File: src/rtl/mem_arbiter_pkg.sv
// Shared definitions for the CPU/video block-RAM arbiter.
//   port_id_t        : requester encoding, also the bit index into eligible/grant vectors
//   MEM_RD_LAT       : registered read latency of the block RAM, in cycles
//   OWNER_PIPE_DEPTH : depth of the read-owner pipe that tracks reads in flight
//   rd_slot_t        : one owner-pipe entry {valid, owner}
package mem_arbiter_pkg;

  typedef enum logic {
    PORT_CPU = 1'b0,
    PORT_VID = 1'b1
  } port_id_t;

  localparam int unsigned MEM_RD_LAT       = 1;
  localparam int unsigned OWNER_PIPE_DEPTH = MEM_RD_LAT + 1;

  typedef struct packed {
    logic     valid;
    port_id_t owner;
  } rd_slot_t;

  // One-hot grant (bit 0 = CPU, bit 1 = video) to port id.
  function automatic port_id_t grant_to_port(logic [1:0] grant);
    return grant[1] ? PORT_VID : PORT_CPU;
  endfunction

endpackage

File: src/rtl/mem_arbiter_if.sv
// Bundle of the CPU, video and block-RAM signals around the arbiter.
//   slave  : arbiter view (takes requests and mem_rdata, drives acks, read data, RAM port)
//   master : environment view (CPU, video fetcher and RAM drive the other side)
// Parameters: AW address width, DW data width.
interface mem_arbiter_if #(
  parameter int unsigned AW = 16,
  parameter int unsigned DW = 8
) ();

  logic          cpu_req;
  logic          cpu_we;
  logic [AW-1:0] cpu_addr;
  logic [DW-1:0] cpu_wdata;
  logic [DW-1:0] cpu_rdata;
  logic          cpu_ack;

  logic          vid_req;
  logic [AW-1:0] vid_addr;
  logic [DW-1:0] vid_rdata;
  logic          vid_ack;

  logic [AW-1:0] mem_address;
  logic          mem_we;
  logic [DW-1:0] mem_wdata;
  logic [DW-1:0] mem_rdata;

  modport slave (
    input  cpu_req, cpu_we, cpu_addr, cpu_wdata, vid_req, vid_addr, mem_rdata,
    output cpu_rdata, cpu_ack, vid_rdata, vid_ack, mem_address, mem_we, mem_wdata
  );

  modport master (
    output cpu_req, cpu_we, cpu_addr, cpu_wdata, vid_req, vid_addr, mem_rdata,
    input  cpu_rdata, cpu_ack, vid_rdata, vid_ack, mem_address, mem_we, mem_wdata
  );

endinterface

File: src/rtl/mem_arbiter_rr_arb2.sv
// Combinational two-way round-robin picker.
//   eligible   : per-port request-and-not-busy (bit 0 = CPU, bit 1 = video)
//   last_grant : port granted most recently
//   grant      : one-hot winner, or zero when nothing is eligible
module rr_arb2
  import mem_arbiter_pkg::*;
(
  input  logic [1:0] eligible,
  input  port_id_t   last_grant,
  output logic [1:0] grant
);

  always_comb begin
    grant = eligible;
    // On a tie the port that did not win last time goes first.
    if (eligible == 2'b11) begin
      grant = (last_grant == PORT_VID) ? 2'b01 : 2'b10;
    end
  end

endmodule

File: src/rtl/mem_arbiter.sv
// Arbiter sharing one single-port block RAM between the CPU and the video fetcher.
//   clock : system clock, rising edge
//   reset : synchronous, active-high
//   bus   : CPU request/ack, video request/ack and the registered RAM port
// Writes ack one cycle after grant (alongside mem_we); reads ack two cycles after grant,
// when the RAM's registered read data is on mem_rdata.
module mem_arbiter
  import mem_arbiter_pkg::*;
#(
  parameter int unsigned AW = 16,
  parameter int unsigned DW = 8
) (
  input logic          clock,
  input logic          reset,
  mem_arbiter_if.slave bus
);

  // The ack flop loads from AckStage so the ack lands in the cycle RetStage holds the read.
  localparam int unsigned AckStage = OWNER_PIPE_DEPTH - 2;
  localparam int unsigned RetStage = OWNER_PIPE_DEPTH - 1;

  logic [1:0]    eligible;
  logic [1:0]    grant;
  logic          grant_any;
  logic          cpu_wr_grant;
  logic          ret_cpu;
  logic          ret_vid;

  port_id_t      last_grant_q;
  logic          cpu_busy_q;
  logic          vid_busy_q;
  rd_slot_t      rd_pipe_q [OWNER_PIPE_DEPTH];
  logic [AW-1:0] mem_address_q;
  logic          mem_we_q;
  logic [DW-1:0] mem_wdata_q;
  logic          cpu_ack_q;
  logic          vid_ack_q;
  logic [DW-1:0] cpu_rdata_q;
  logic [DW-1:0] vid_rdata_q;

  // A port with a transaction in flight is never re-granted.
  assign eligible = {bus.vid_req & ~vid_busy_q, bus.cpu_req & ~cpu_busy_q};

  rr_arb2 u_rr_arb2 (
    .eligible   (eligible),
    .last_grant (last_grant_q),
    .grant      (grant)
  );

  always_comb begin
    grant_any    = |grant;
    cpu_wr_grant = grant[0] & bus.cpu_we;
    ret_cpu      = rd_pipe_q[RetStage].valid && (rd_pipe_q[RetStage].owner == PORT_CPU);
    ret_vid      = rd_pipe_q[RetStage].valid && (rd_pipe_q[RetStage].owner == PORT_VID);
  end

  always_ff @(posedge clock) begin
    if (reset) begin
      last_grant_q  <= PORT_VID;
      cpu_busy_q    <= 1'b0;
      vid_busy_q    <= 1'b0;
      for (int i = 0; i < OWNER_PIPE_DEPTH; i++) begin
        rd_pipe_q[i] <= '{valid: 1'b0, owner: PORT_CPU};
      end
      mem_address_q <= '0;
      mem_we_q      <= 1'b0;
      mem_wdata_q   <= '0;
      cpu_ack_q     <= 1'b0;
      vid_ack_q     <= 1'b0;
      cpu_rdata_q   <= '0;
      vid_rdata_q   <= '0;
    end else begin
      if (grant_any) begin
        last_grant_q  <= grant_to_port(grant);
        mem_address_q <= grant[0] ? bus.cpu_addr : bus.vid_addr;
        if (grant[0]) begin
          mem_wdata_q <= bus.cpu_wdata;
        end
      end
      mem_we_q <= cpu_wr_grant;

      rd_pipe_q[0].valid <= grant_any & ~cpu_wr_grant;
      rd_pipe_q[0].owner <= grant_to_port(grant);
      for (int i = 1; i < OWNER_PIPE_DEPTH; i++) begin
        rd_pipe_q[i] <= rd_pipe_q[i-1];
      end

      cpu_ack_q <= cpu_wr_grant |
                   (rd_pipe_q[AckStage].valid && (rd_pipe_q[AckStage].owner == PORT_CPU));
      vid_ack_q <= rd_pipe_q[AckStage].valid && (rd_pipe_q[AckStage].owner == PORT_VID);

      // Busy drops at the end of the ack cycle; grant and ack never coincide on one port.
      cpu_busy_q <= (cpu_busy_q & ~cpu_ack_q) | grant[0];
      vid_busy_q <= (vid_busy_q & ~vid_ack_q) | grant[1];

      if (ret_cpu) begin
        cpu_rdata_q <= bus.mem_rdata;
      end
      if (ret_vid) begin
        vid_rdata_q <= bus.mem_rdata;
      end
    end
  end

  // RAM data arrives in the ack cycle itself, so it is forwarded then and held afterwards.
  assign bus.cpu_rdata   = ret_cpu ? bus.mem_rdata : cpu_rdata_q;
  assign bus.vid_rdata   = ret_vid ? bus.mem_rdata : vid_rdata_q;
  assign bus.cpu_ack     = cpu_ack_q;
  assign bus.vid_ack     = vid_ack_q;
  assign bus.mem_address = mem_address_q;
  assign bus.mem_we      = mem_we_q;
  assign bus.mem_wdata   = mem_wdata_q;

endmodule

File: src/flat_wrapper.sv
// flat-port wrapper written by rule: the top's interface ports become plain ports
module mem_arbiter_flat import mem_arbiter_pkg::*;
#(
  parameter int unsigned AW = 16,
  parameter int unsigned DW = 8
)
  (clock, reset, bus_cpu_req, bus_cpu_we, bus_cpu_addr, bus_cpu_wdata, bus_vid_req, bus_vid_addr, bus_mem_rdata, bus_cpu_rdata, bus_cpu_ack, bus_vid_rdata, bus_vid_ack, bus_mem_address, bus_mem_we, bus_mem_wdata);
  mem_arbiter_if #(.AW(AW), .DW(DW)) bus_i ();
  input logic clock;
  input logic reset;
  input wire logic [$bits(bus_i.cpu_req)-1:0] bus_cpu_req;
  input wire logic [$bits(bus_i.cpu_we)-1:0] bus_cpu_we;
  input wire logic [$bits(bus_i.cpu_addr)-1:0] bus_cpu_addr;
  input wire logic [$bits(bus_i.cpu_wdata)-1:0] bus_cpu_wdata;
  input wire logic [$bits(bus_i.vid_req)-1:0] bus_vid_req;
  input wire logic [$bits(bus_i.vid_addr)-1:0] bus_vid_addr;
  input wire logic [$bits(bus_i.mem_rdata)-1:0] bus_mem_rdata;
  output wire logic [$bits(bus_i.cpu_rdata)-1:0] bus_cpu_rdata;
  output wire logic [$bits(bus_i.cpu_ack)-1:0] bus_cpu_ack;
  output wire logic [$bits(bus_i.vid_rdata)-1:0] bus_vid_rdata;
  output wire logic [$bits(bus_i.vid_ack)-1:0] bus_vid_ack;
  output wire logic [$bits(bus_i.mem_address)-1:0] bus_mem_address;
  output wire logic [$bits(bus_i.mem_we)-1:0] bus_mem_we;
  output wire logic [$bits(bus_i.mem_wdata)-1:0] bus_mem_wdata;
  assign bus_i.cpu_req = bus_cpu_req;
  assign bus_i.cpu_we = bus_cpu_we;
  assign bus_i.cpu_addr = bus_cpu_addr;
  assign bus_i.cpu_wdata = bus_cpu_wdata;
  assign bus_i.vid_req = bus_vid_req;
  assign bus_i.vid_addr = bus_vid_addr;
  assign bus_i.mem_rdata = bus_mem_rdata;
  assign bus_cpu_rdata = bus_i.cpu_rdata;
  assign bus_cpu_ack = bus_i.cpu_ack;
  assign bus_vid_rdata = bus_i.vid_rdata;
  assign bus_vid_ack = bus_i.vid_ack;
  assign bus_mem_address = bus_i.mem_address;
  assign bus_mem_we = bus_i.mem_we;
  assign bus_mem_wdata = bus_i.mem_wdata;
  mem_arbiter #(.AW(AW), .DW(DW)) u_core (.clock(clock), .reset(reset), .bus(bus_i));
endmodule
File: config.mk
export PLATFORM = sky130hd
export DESIGN_NAME = mem_arbiter_flat
export DESIGN_NICKNAME = d
export VERILOG_FILES = /design/src/rtl/mem_arbiter_pkg.sv /design/src/rtl/mem_arbiter_if.sv /design/src/rtl/mem_arbiter_rr_arb2.sv /design/src/rtl/mem_arbiter.sv /design/src/flat_wrapper.sv
export SDC_FILE = /design/constraint.sdc
export NUM_CORES = 1
export LEC_CHECK = 0
export ABC_AREA = 1
export CAP_MARGIN = 10
export CORE_ASPECT_RATIO = 2
export CORE_MARGIN = 3
export CORE_UTILIZATION = 25
export DETAILED_ROUTE_END_ITERATION = 8
export GPL_ROUTABILITY_DRIVEN = 1
export GPL_TIMING_DRIVEN = 0
export HOLD_SLACK_MARGIN = 0.1
export PLACE_DENSITY = 0.51
export SYNTH_ARGS = -nofsm -noshare
export SYNTH_HDL_FRONTEND = slang
export SYNTH_SLANG_ARGS = --single-unit
File: constraint.sdc
create_clock -name clock -period 1.57 [get_ports clock]
set_clock_uncertainty 0.2 [all_clocks]
set_input_delay 0.314 -clock clock [delete_from_list [all_inputs] [get_ports clock]]
set_output_delay 0.314 -clock clock [all_outputs]
set_load 0.02 [all_outputs]
==> results.cfg <==
[floorplanning]
dieWidth_microns = 71.6
start_util_pct = 25.7
fp.dieArea_sq_um = 9810
die_y_microns = 137
num_rows = 47
io_pins = 96
core_area_sq_um = 8350

[power_and_ir_drop]
ir_drop_uv = 626
leakage_nw = 2.03
power_density_nw_per_um2 = 908
finalPower_mw = 3.57

[worst_setup_path]
critical_path_class = reg -> out
cpMaxStageDelayCell = dfxtp_4
path_max_fanout = 6
crit_chain = inv_4 -> nand2_8 -> buf_12 -> o21ai_4 -> inv_2 -> buf_6
endpoint_kind = output pin
cp.arrival_ns = 1.29
cp_slowest_stage_delay_ns = 0.37
critPathRequiredTime_ns = 1.06
start_kind = flip-flop

[timing]
slew_violations = 0
holdWs_ns = 0.144
timing.fmax_ghz = 0.554
timing.final.hold_violations = 0
rsz0062_at_grt = true
slew_headroom_pct = 58.9
worstMarginPinSlew_ns = 0.617
setup_violations = 16
post-route-period-util_pct = 115
setup_ws_ns = -0.234
tns_ns = -3.33
timing.final.crit_period_ns = 1.80

[worst_hold_path]
hold_path.class = in -> reg

[logic_synthesis]
synth.ff_latch_count = 50
yosysTopAreaCell = dfxtp_1
avgSynthCellArea_sq_um = 6.85
synth-async-reset-ratio_pct = 0
yosys_most_used_dff = dfxtp_1
syn_area_sq_um = 2150
synth_edf_count = 0
yosys.area.top_type_share_pct = 46.6
seq_area_frac_synth_pct = 46.6
postSynthCellCount = 314
ys_types = 21
yosysWarnings = 0
yosys-top-cells-area = dfxtp_1, inv_1, nand2_1, nand3_1, nor2_1
synthesis.nets = 367
synth_common_cells = inv_1, nand2_1, dfxtp_1, nor2_1, nand3_1

[route]
ant_nets = 0
dr_wl_met2_microns = 4000
drc = 0
wl_met1_microns = 2190
highest_layer = met4
wirelength_microns = 6760
first_pass_iters = 4
via_per_inst = 4.15
wl_per_cell_microns = 12.5
vias = 2236
drt_iter0_drc = 62
met3_wirelength_microns = 338

[global_route]
grt_max_degree = 15
grt_pass1_vias = 2229
grt_usage_pct = 14.1
gr-total-overflow = 0
antenna_found_initial = 0
grt_pass1_wl_microns = 10600

[place]
place.gp.congestion = 0.824
placed_cells = 506
numPortBuffers = 94
place.detailed.hpwl_microns = 4900
dp_worst_setup_slack_ns = -0.629

[layout]
finalNonFillerCells = 539
n_antenna_cell = 0
seqCellArea_sq_um = 1010
fin_nets = 493
fillCellCount = 855
multi_input_area_sq_um = 1050
drive_gt1_share_pct = 25.9
area_delta_synth_final_pct = 82.8

[clocking]
clk_pin_slew_ns = 0.06
clock_latency_ns = 0.29
clockRootBuffer = clkbuf_16
htree_levels = 2
tritoncts = done
clock_sinks = 50
cts.path.max_buffers = 2
cts_buffers = 5
cts.hold.buffers_added = 0

[outcome]
violations = setup timing
status = finished, violations left

[job]
drv_cap = 0
logic make-up (layout without fill, tap and decap cells):
group,after synthesis,count (layout),share of synthesized area [%]
AO/OA/AOI/OAI,28,28,7.28
buffers and inverters,87,214,16.6
flip-flops,50,50,46.6
AND/OR/NAND/NOR,149,149,29.6
stage by stage:
step / utilization (%) / cell area, sq um
global route: 47.0 / 3930
finish: 47.0 / 3930
global placement: 38.5 / 3210
CTS: 44.9 / 3750
detailed placement: 38.5 / 3210
floorplan: - / 2150
path summary, 6_finish.rpt:
kind | slack (ns) | startpoint | depth (start not counted) | to
hold reg to reg | 0.24 | u_core.rd_pipe_q[0][1] | 2 | u_core.rd_pipe_q[0][3]
setup reg to reg | 0.03 | u_core.rd_pipe_q[0][2] | 9 | u_core.cpu_rdata_q[1]
hold / removal | 0.14 | reset | 2 | u_core.rd_pipe_q[0][3]
setup / recovery | -0.23 | u_core.rd_pipe_q[0][2] | 6 | bus_cpu_rdata[5]
state kept, by name (all words and copies together), names as in the netlist:
register and flops:
u_core.cpu_busy_q 1, u_core.bus.vid_ack 1, u_core.bus.mem_wdata 8, u_core.cpu_rdata_q 8, u_core.vid_busy_q 1, u_core.bus.cpu_ack 1
u_core.vid_rdata_q 8, u_core.rd_pipe_q 4, u_core.bus.mem_we 1, u_core.last_grant_q 1, u_core.bus.mem_address 16
area by class of cell:
cell class,count,area share [%]
Clock buffer,7,3.38
Timing Repair Buffer,119,30.1
Inverter,75,7.36
Buffer,12,2.87
Multi-Input combinational cell,177,26.7
Clock inverter,1,0.764
Sequential cell,50,25.7
Tap cell,98,3.12
critical path: cells and delay by family, from the launching register on:
family	cells	cell delay, ns
buffers and inverters	4	0.40
AOI/OAI and AO/OA	1	0.14
and+or+nand+nor	1	0.08
DFF	1	0.37
cells in the final DEF, fill, tap and decap left out, drive strengths merged:
cell / count
a21oi: 2
buf: 51
bufinv: 1
clkbuf: 9
clkdlybuf4s50: 50
dfxtp: 50
dlygate4sd2: 27
dlymetal6s2s: 1
inv: 75
nand2: 74
nand3: 34
nor2: 39
nor3: 1
o211ai: 1
o21ai: 24
o21bai: 1
or2: 1
routing by layer:
| layer | up-vias | GRT usage (%) |
|---|---|---|
| met2 | 69 | 28.1 |
| met4 | 0 | 7.11 |
| met3 | 11 | 2.94 |
| met1 | 980 | 12.7 |
| met5 | - | 0 |
| li1 | 1176 | - |
repair_timing:
item	CTS	global route
endpoints found under the hold margin	0	0
setup endpoints to repair	67	37
resized for setup	192	47
pin swaps	7	6
cloned	2	0
buffers inserted	19	7
power by group:
part	internal (mW)	switching, mW	total [mW]	leakage [nW]
Clock	0.754	0.453	1.21	0.0781
Sequential	1.37	0.0475	1.42	0.413
Combinational	0.451	0.493	0.944	1.53
(Power assumes the default switching activity.)
